<file path="config.mk">
export PLATFORM = sky130hd
export DESIGN_NAME = ksa_swap_loop_p
export DESIGN_NICKNAME = d
export VERILOG_FILES = /design/src/rtl/ksa_swap_loop_p.sv
export SDC_FILE = /design/constraint.sdc
export NUM_CORES = 1
export LEC_CHECK = 0
export CORE_ASPECT_RATIO = 1.5
export CORE_UTILIZATION = 56
export DETAILED_ROUTE_END_ITERATION = 8
export PLACE_DENSITY = 0.8
export SLEW_MARGIN = 20
export SYNTH_ARGS = -nofsm -noshare
export SYNTH_HDL_FRONTEND = slang
export SYNTH_SLANG_ARGS = --single-unit
</file>
<file path="constraint.sdc">
create_clock -name clk -period 3.55 [get_ports clk]
set_input_delay 1.065 -clock clk [delete_from_list [all_inputs] [get_ports clk]]
set_output_delay 1.065 -clock clk [all_outputs]
set_load 0.02 [all_outputs]
</file>
<file path="src/rtl/ksa_swap_loop_p.sv">
// ---------------------------------------------------------------------------
// ksa_swap_loop_p
// RC4 key-scheduling swap loop (second KSA loop). It permutes an S-box that is
// already initialised to identity, in place, through a single-port RAM:
//   for i = 0..N-1: j = j + S[i] + key[i mod KEY_BYTES]; swap(S[i], S[j])
// Every iteration does two reads (S[i], S[j]) and two writes (j first, then i).
//
// Parameters
//   KEY_BYTES  key length in bytes (1..32)
//   ADDR_W     S-box address width, N = 2**ADDR_W entries (2..8)
//   RD_LAT     RAM read latency in cycles (1..4)
//
// Ports
//   clk, rst_n   clock, asynchronous active-low reset
//   start_i      one-cycle run request, honoured only in IDLE or DONE
//   key_i        secret key, byte 0 in the top byte (MSB-first)
//   busy_o       high from the cycle after an accepted start until DONE
//   done_o       high in DONE, held until the next accepted start
//   addr_o       RAM address (registered)
//   rddata_i     RAM read data
//   wrdata_o     RAM write data (registered)
//   wren_o       RAM write enable (registered)
// ---------------------------------------------------------------------------
module ksa_swap_loop_p #(
    parameter int KEY_BYTES = 3,
    parameter int ADDR_W    = 8,
    parameter int RD_LAT    = 2
) (
    input  logic                   clk,
    input  logic                   rst_n,
    input  logic                   start_i,
    input  logic [8*KEY_BYTES-1:0] key_i,
    output logic                   busy_o,
    output logic                   done_o,
    output logic [ADDR_W-1:0]      addr_o,
    input  logic [7:0]             rddata_i,
    output logic [7:0]             wrdata_o,
    output logic                   wren_o
);

    localparam int N  = 2**ADDR_W;
    // i is one bit wider than an address so that N = 256 cannot wrap early
    localparam int IW = ADDR_W + 1;
    localparam int KW = (KEY_BYTES > 1) ? $clog2(KEY_BYTES) : 1;

    localparam logic [IW-1:0] I_LAST = IW'(N - 1);
    localparam logic [KW-1:0] K_LAST = KW'(KEY_BYTES - 1);
    localparam logic [2:0]    W_LAST = 3'(RD_LAT - 1);

    typedef enum logic [3:0] {
        S_IDLE,
        S_ISSUE_I,
        S_WAIT_I,
        S_CAP_I,
        S_ISSUE_J,
        S_WAIT_J,
        S_CAP_J,
        S_WR_J,
        S_WR_I,
        S_DONE
    } state_t;

    state_t                   state_q, state_d;
    logic [IW-1:0]            i_q, i_d;
    logic [ADDR_W-1:0]        j_q, j_d;
    logic [KW-1:0]            kidx_q, kidx_d;
    logic [2:0]               wcnt_q, wcnt_d;
    logic [8*KEY_BYTES-1:0]   key_q, key_d;
    logic [7:0]               si_q, si_d;
    logic [7:0]               sj_q, sj_d;
    logic [ADDR_W-1:0]        addr_q, addr_d;
    logic [7:0]               wrdata_q, wrdata_d;
    logic                     wren_q, wren_d;
    logic                     busy_q, busy_d;
    logic                     done_q, done_d;
    logic [7:0]               key_byte;

    // Key byte selected by kidx; byte 0 sits in the most significant byte.
    always_comb begin
        key_byte = 8'h00;
        for (int b = 0; b < KEY_BYTES; b++) begin
            if (kidx_q == KW'(b)) key_byte = key_q[8*(KEY_BYTES-b)-1 -: 8];
        end
    end

    // ---------------- state register ----------------
    always_ff @(posedge clk or negedge rst_n) begin
        if (!rst_n) state_q <= S_IDLE;
        else        state_q <= state_d;
    end

    // ---------------- next-state logic ----------------
    always_comb begin
        state_d = state_q;
        case (state_q)
            S_IDLE:    if (start_i) state_d = S_ISSUE_I;
            S_DONE:    if (start_i) state_d = S_ISSUE_I;
            S_ISSUE_I: state_d = S_WAIT_I;
            S_WAIT_I:  if (wcnt_q == W_LAST) state_d = S_CAP_I;
            S_CAP_I:   state_d = S_ISSUE_J;
            S_ISSUE_J: state_d = S_WAIT_J;
            S_WAIT_J:  if (wcnt_q == W_LAST) state_d = S_CAP_J;
            S_CAP_J:   state_d = S_WR_J;
            S_WR_J:    state_d = S_WR_I;
            S_WR_I:    state_d = (i_q == I_LAST) ? S_DONE : S_ISSUE_I;
            default:   state_d = S_IDLE;
        endcase
    end

    // ---------------- datapath / output next-state logic ----------------
    always_comb begin
        i_d      = i_q;
        j_d      = j_q;
        kidx_d   = kidx_q;
        wcnt_d   = wcnt_q;
        key_d    = key_q;
        si_d     = si_q;
        sj_d     = sj_q;
        addr_d   = addr_q;
        wrdata_d = wrdata_q;
        wren_d   = wren_q;
        busy_d   = busy_q;
        done_d   = done_q;
        case (state_q)
            S_IDLE, S_DONE: begin
                if (state_q == S_DONE) begin
                    wren_d = 1'b0;
                    addr_d = '0;
                    busy_d = 1'b0;
                    done_d = 1'b1;
                end
                // Key is latched here so later changes on key_i cannot
                // disturb a run in progress.
                if (start_i) begin
                    key_d  = key_i;
                    i_d    = '0;
                    j_d    = '0;
                    kidx_d = '0;
                    busy_d = 1'b1;
                    done_d = 1'b0;
                end
            end
            S_ISSUE_I: begin
                addr_d = i_q[ADDR_W-1:0];
                wren_d = 1'b0;
                wcnt_d = '0;
            end
            S_WAIT_I, S_WAIT_J: wcnt_d = wcnt_q + 3'd1;
            S_CAP_I: begin
                si_d   = rddata_i;
                // Sum taken at ADDR_W bits: the natural wrap is the mod N.
                j_d    = j_q + ADDR_W'(rddata_i) + ADDR_W'(key_byte);
                kidx_d = (kidx_q == K_LAST) ? '0 : kidx_q + KW'(1);
            end
            S_ISSUE_J: begin
                addr_d = j_q;
                wcnt_d = '0;
            end
            S_CAP_J: sj_d = rddata_i;
            S_WR_J: begin
                addr_d   = j_q;
                wrdata_d = si_q;
                wren_d   = 1'b1;
            end
            S_WR_I: begin
                // When i == j both writes carry the same byte, so the entry
                // is left unchanged without any special case.
                addr_d   = i_q[ADDR_W-1:0];
                wrdata_d = sj_q;
                wren_d   = 1'b1;
                if (i_q == I_LAST) begin
                    busy_d = 1'b0;
                    done_d = 1'b1;
                end else begin
                    i_d = i_q + IW'(1);
                end
            end
            default: ;
        endcase
    end

    // ---------------- datapath registers ----------------
    always_ff @(posedge clk or negedge rst_n) begin
        if (!rst_n) begin
            i_q      <= '0;
            j_q      <= '0;
            kidx_q   <= '0;
            wcnt_q   <= '0;
            key_q    <= '0;
            si_q     <= '0;
            sj_q     <= '0;
            addr_q   <= '0;
            wrdata_q <= '0;
            wren_q   <= 1'b0;
            busy_q   <= 1'b0;
            done_q   <= 1'b0;
        end else begin
            i_q      <= i_d;
            j_q      <= j_d;
            kidx_q   <= kidx_d;
            wcnt_q   <= wcnt_d;
            key_q    <= key_d;
            si_q     <= si_d;
            sj_q     <= sj_d;
            addr_q   <= addr_d;
            wrdata_q <= wrdata_d;
            wren_q   <= wren_d;
            busy_q   <= busy_d;
            done_q   <= done_d;
        end
    end

    assign addr_o   = addr_q;
    assign wrdata_o = wrdata_q;
    assign wren_o   = wren_q;
    assign busy_o   = busy_q;
    assign done_o   = done_q;

endmodule

</file>
# After elaboration in Yosys (flattened, before gate mapping)
# Cells that the tools add are included.
classes:
  n_addsub: 5
  div_mod_pow: 0
  bitwise: 0
  n_eq_ne: 20
  shift: 0
  n_lt_le_gt_ge: 0
  n_mul: 0
  mux: 29
  n_reduce_logical: 21
ops:
  columns: ["op", "count"]
  rows:
  - ["two-way mux 8 bit", 5]
  - ["one-hot mux 4 bit (9 select lines)", 1]
  - ["one-hot mux 8 bit (2 select lines)", 2]
  - ["one-hot mux 8 bit (3 select lines)", 1]
  - ["two-way mux 9 bit", 2]
  - ["one-hot mux 9 bit (2 select lines)", 1]
  - ["adder 8 bit", 2]
  - ["equality test 4 x 3 -> 1 bit (second input constant)", 4]
  - ["two-way mux 4 bit", 4]
  - ["OR reduction 2 bit", 6]
  - ["adder 9 x 1 -> 9 bit (second input constant)", 1]
  - ["equality test 9 x 8 -> 1 bit (second input constant)", 1]
  - ["AND reduction 3 bit", 3]
  - ["equality test 4 x 2 -> 1 bit (second input constant)", 2]
  - ["equality test 4 bit (second input constant)", 2]
  - ["inequality test 2 bit (second input constant)", 4]
  - ["AND reduction 2 bit", 4]
  - ["nonzero test 2 bit", 4]
  - ["two-way mux 1 bit", 6]
  - ["one-hot mux 3 bit (2 select lines)", 1]
  - ["nonzero test 3 bit", 2]
  - ["equality test 4 x 1 -> 1 bit (second input constant)", 1]
  - ["logical NOT 4 bit", 1]
  - ["two-way mux 2 bit", 2]
  - ["other kinds (11)", 13]
totals:
  output_inout_bits: 19
  in_bits: 35
  mem_count: 0
  reg_bits: 85
  elab_cells: 88
  romBits: 0
  ramBits: 0
  latchBits: 0

# Logic depth before layout (Yosys ltp)
# Gate-level depths: netlist of the first run.
depth:
  depth_word: 6
  mapped_depth: 13
  mapped_depth_nobuf: 12

# Least setup slack after synthesis of the first run
# OpenSTA, ideal clock, no wires.
synth_timing:
  path_type: "in2reg"
  start: "input rddata_i[1]"
  end: "register j_q[7]"
  path_slack_ns: 0.638
  cell_stages: 9
  path_buffers: 0
  t_arrival_ns: 2.830
  setup_ns: 0.083
  t_required_ns: 3.467
  cell_sequence: "fa_1 > ha_1 > inv_1 > fa_1 > nand2b_1 > a21oi_1 > o22ai_1 > xnor2_1 > o21ai_0"
synth_via:
  elab_chain_cells: 3
synth_lines:
  columns: ["item", "line", "text"]
  rows:
  - ["start, declared", "36", "input logic [7:0] rddata_i,"]
  - ["adder 8 bit (2 in a row)", "152", "j_d = j_q + ADDR_W'(rddata_i) + ADDR_W'(key_byte);"]
  - ["one-hot mux 8 bit (2 select lines)", "124", "case (state_q)"]
  - ["end signal, assigned", "199", "j_q <= j_d;"]
  - ["end, declared", "65", "logic [ADDR_W-1:0] j_q, j_d;"]
# Every way passes these cells.
# A chain may end at the register's enable or synchronous reset.

# Worst setup path after layout of the first run
# Ends and elaborated chain as after synthesis.

==> flow_metrics.py, run 1 <==
metrics = {
    "global_routing": {
        "grt_max_degree": 86,
        "globalRouteOverflowTotal": 0,
        "grt.total_usage": 0.249,
        "grt_pass1_vias": 3077,
        "grt_pass1_wl_um": 14800,
        "grt_antenna_before_repair": 0,
    },
    "placed_design": {
        "dpl.cell_count": 544,
        "hpwl_um": 6230,
        "port_buffers": 53,
        "gp_congestion": 0.827,
    },
    "yosys": {
        "synth_area_sq_um": 4300,
        "synth_warnings": 0,
        "ys_seq_area_frac": 0.495,
        "synth_seq_cells": 85,
        "synth_area_per_cell_sq_um": 10.6,
        "async_reset_ff_frac": 1.00,
        "synth_nets": 457,
        "synth_edf_count": 0,
        "synth.distinct_cells": 52,
        "ys.flop_type": "dfrtp_1",
        "synthCells": 404,
    },
    "sta": {
        "finalSetupTns_ns": 0,
        "hold_viol": 0,
        "timing.final.crit_share": 0.894,
        "worst_slew_pin_slew_ns": 0.815,
        "whs_ns": 0.478,
        "rsz0062_at_grt": "no",
        "setup_viol": 0,
        "period_minus_slack_ns": 3.17,
        "slew_headroom": 0.456,
        "drv_slew": 0,
        "skew_ns": 0.0106,
        "fmax_mhz": 315,
    },
    "critical_path": {
        "cpMostUsedCell": "fa_1",
        "critPathSlowestCell": "fa_1",
        "cp_max_fo": 3,
        "cp-start-kind": "primary input",
        "cp.buffers_inverters": 2,
        "end_kind": "flop",
        "worstPathArrival_ns": 3.40,
        "crit_required_ns": 3.78,
        "critPathMaxStageDelay_ns": 0.56,
        "path_delay_family": "adder cells",
        "crit_chain": "clkdlybuf4s50_1, fa_1, ha_1, inv_1, fa_1, nand2b_1, a21oi_1, o22ai_1, xnor2_1, o21ai_0",
        "crit_type": "primary input to flop",
    },
    "cells_and_area": {
        "layout.cells.most_common": "dfrtp_1",
        "finalNonFillerCells": 560,
        "nFillCells": 605,
        "final_util": 0.701,
        "syn_to_final_growth_pct": 19.5,
        "final_net_count": 508,
        "n_antenna_cell": 0,
        "layout_common_cells": "dfrtp_1, nand2_1, clkdlybuf4s50_1",
        "drive_gt1_frac": 0.135,
        "regArea_sq_um": 2130,
        "multi_input_area_sq_um": 1990,
    },
    "cts": {
        "cts_setup_buffers": 0,
        "htreeDepth": 3,
        "clk_pin_slew_worst_paths_ns": 0.08,
        "postCtsResizedCells": 0,
        "clock-root-buffer": "clkbuf_8",
        "clock_sinks": 85,
        "cts_made_buffers": 9,
        "cts_max_path_buffers": 2,
        "cts_hold_buf": 0,
        "tritoncts": "built",
        "worstSkewPairLatency_ns": 0.36,
    },
    "run_status": {
        "status": "completed",
    },
    "pwr": {
        "design_power_total_mw": 2.54,
        "power.leakage_nw": 2.40,
        "vdd_drop_max_uv": 357,
        "powerDensity_nw_per_um2": 495,
    },
    "floorplanning": {
        "core_area_sq_um": 7320,
        "initial_core_util": 0.587,
        "rows": 38,
        "dieArea_sq_um": 8030,
        "die_y_um": 109,
        "fp.dieW_um": 73.5,
        "ios": 54,
    },
    "detailed_routing": {
        "postRouteAntennaNets": 0,
        "dr.first_iter.drc_count": 242,
        "drt-vias-per-instance": 5.78,
        "totalWireLength_um": 8880,
        "drtPass1Iterations": 7,
        "vias": 3235,
        "drc_errors": 0,
        "wl_per_cell_um": 15.8,
    },
    "worst_hold_path": {
        "holdCritPathClass": "flop to flop",
    },
    "flow_run": {
        "maxCapViolations": 0,
    },
}
## cells in the mapped netlist (all sizes together), types with 8 or more instances
| cell type | n | area (sq um) |
|---|---|---|
| mux2 | 32 | 360 |
| a22oi | 10 | 75.1 |
| mux2i | 9 | 90.1 |
| buf | 11 | 65.1 |
| nor2 | 26 | 103 |
| xnor2 | 8 | 70.1 |
| inv | 22 | 82.6 |
| a21oi | 14 | 70.1 |
| ha | 10 | 125 |
| fa | 8 | 160 |
| clkbuf | 8 | 30.0 |
| nand2b | 9 | 56.3 |
| dfrtp | 85 | 2130 |
| a222oi | 8 | 80.1 |
| o21ai | 22 | 121 |
| nand2 | 64 | 240 |
## worst min-delay path, delay by kind of cell, from the launching register on
family           cells  cell delay, ns
DFF                  1            0.35
and+or+nand+nor      2            0.11
## cells by family (layout without fill, tap and decap cells)
kind of cell               after synthesis  in the layout  synth area share
AOI/OAI and AO/OA                       81             81             0.132
xor gates and xnor gates                11             11            0.0224
adders and majority gates               18             18            0.0664
buffers and inverters                   41             97            0.0414
DFF                                     85             85             0.495
muxes                                   41             41             0.105
and+or+nand+nor                        127            127             0.137
## stage by stage
step | setup slack [ns] | instance area [sq um]
CTS | 0.382 | 5130
floorplan | 0.638 | 4300
detailed placement | -0.00805 | 4900
global placement | 0.0397 | 4900
finish | 0.376 | 5130
global route | 0.262 | 5130
## power by group
part / internal, mW / switching [mW] / leakage (nW)
Combinational: 0.303 / 0.288 / 1.24
Sequential: 1.06 / 0.104 / 1.05
Clock: 0.436 / 0.346 / 0.116
## state kept, by name (all words and copies together), names as in the netlist
name,flops
state_q,4
addr_o,8
done_o,1
key_q,24
wrdata_o,8
busy_o,1
j_q,8
wcnt_q,3
sj_q,8
kidx_q,2
si_q,8
i_q,9
wren_o,1
## layout make-up
class                   instances  share of cell area
flip-flops and latches         85               0.414
multi-input cells             278               0.388
repair buffers                 59               0.112
clock buffers                  11              0.0295
well taps                     100              0.0244
inverters                      22              0.0161
clock inverters                 5              0.0158
## routing by layer
layer / wire, um / part of all wire / vias up / global-route usage
li1: - / - / 1512 / -
met1: 3800 / 0.43 / 1605 / 0.326
met2: 4400 / 0.50 / 95 / 0.391
met3: 323 / 0.036 / 23 / 0.0360
met4: 348 / 0.039 / 0 / 0.143
met5: 0 / 0 / - / 0
## worst paths after layout
check	endpoint	slack, ns	depth (start not counted)	startpoint
max	j_q[7]$_DFFE_PN0P_	0.38	10	rddata_i[1]
min	si_q[2]$_DFFE_PN0P_	0.48	2	si_q[2]$_DFFE_PN0P_
max reg2reg	j_q[7]$_DFFE_PN0P_	0.48	12	kidx_q[0]$_DFFE_PN0P_
min reg2reg	si_q[2]$_DFFE_PN0P_	0.48	2	si_q[2]$_DFFE_PN0P_
max in group asynchronous	wren_o$_DFFE_PN0P_	2.26	1	rst_n
min in group asynchronous	i_q[8]$_DFFE_PN0P_	0.71	1	rst_n
Power figures use the tool's default switching activity.
==> inputs of run 2 (changes only) <==
--- a/config.mk
+++ b/config.mk
@@ -7,6 +7,7 @@
 export LEC_CHECK = 0
 export CORE_ASPECT_RATIO = 1.5
 export CORE_UTILIZATION = 56
+export CTS_CLUSTER_DIAMETER = 200
 export DETAILED_ROUTE_END_ITERATION = 8
 export PLACE_DENSITY = 0.8
 export SLEW_MARGIN = 20
==> constraint.sdc (replaced) <==
create_clock -name clk -period 3.55 [get_ports clk]
set_input_delay 1.065 -clock clk [delete_from_list [all_inputs] [get_ports clk]]
set_output_delay 1.065 -clock clk [all_outputs]
set_load 0.005 [all_outputs]
==> results of run 2 <==
The final DEF is identical to that of run 1. Status: completed.
Among the figures that moved: total power 2.54 mW -> 2.48 mW
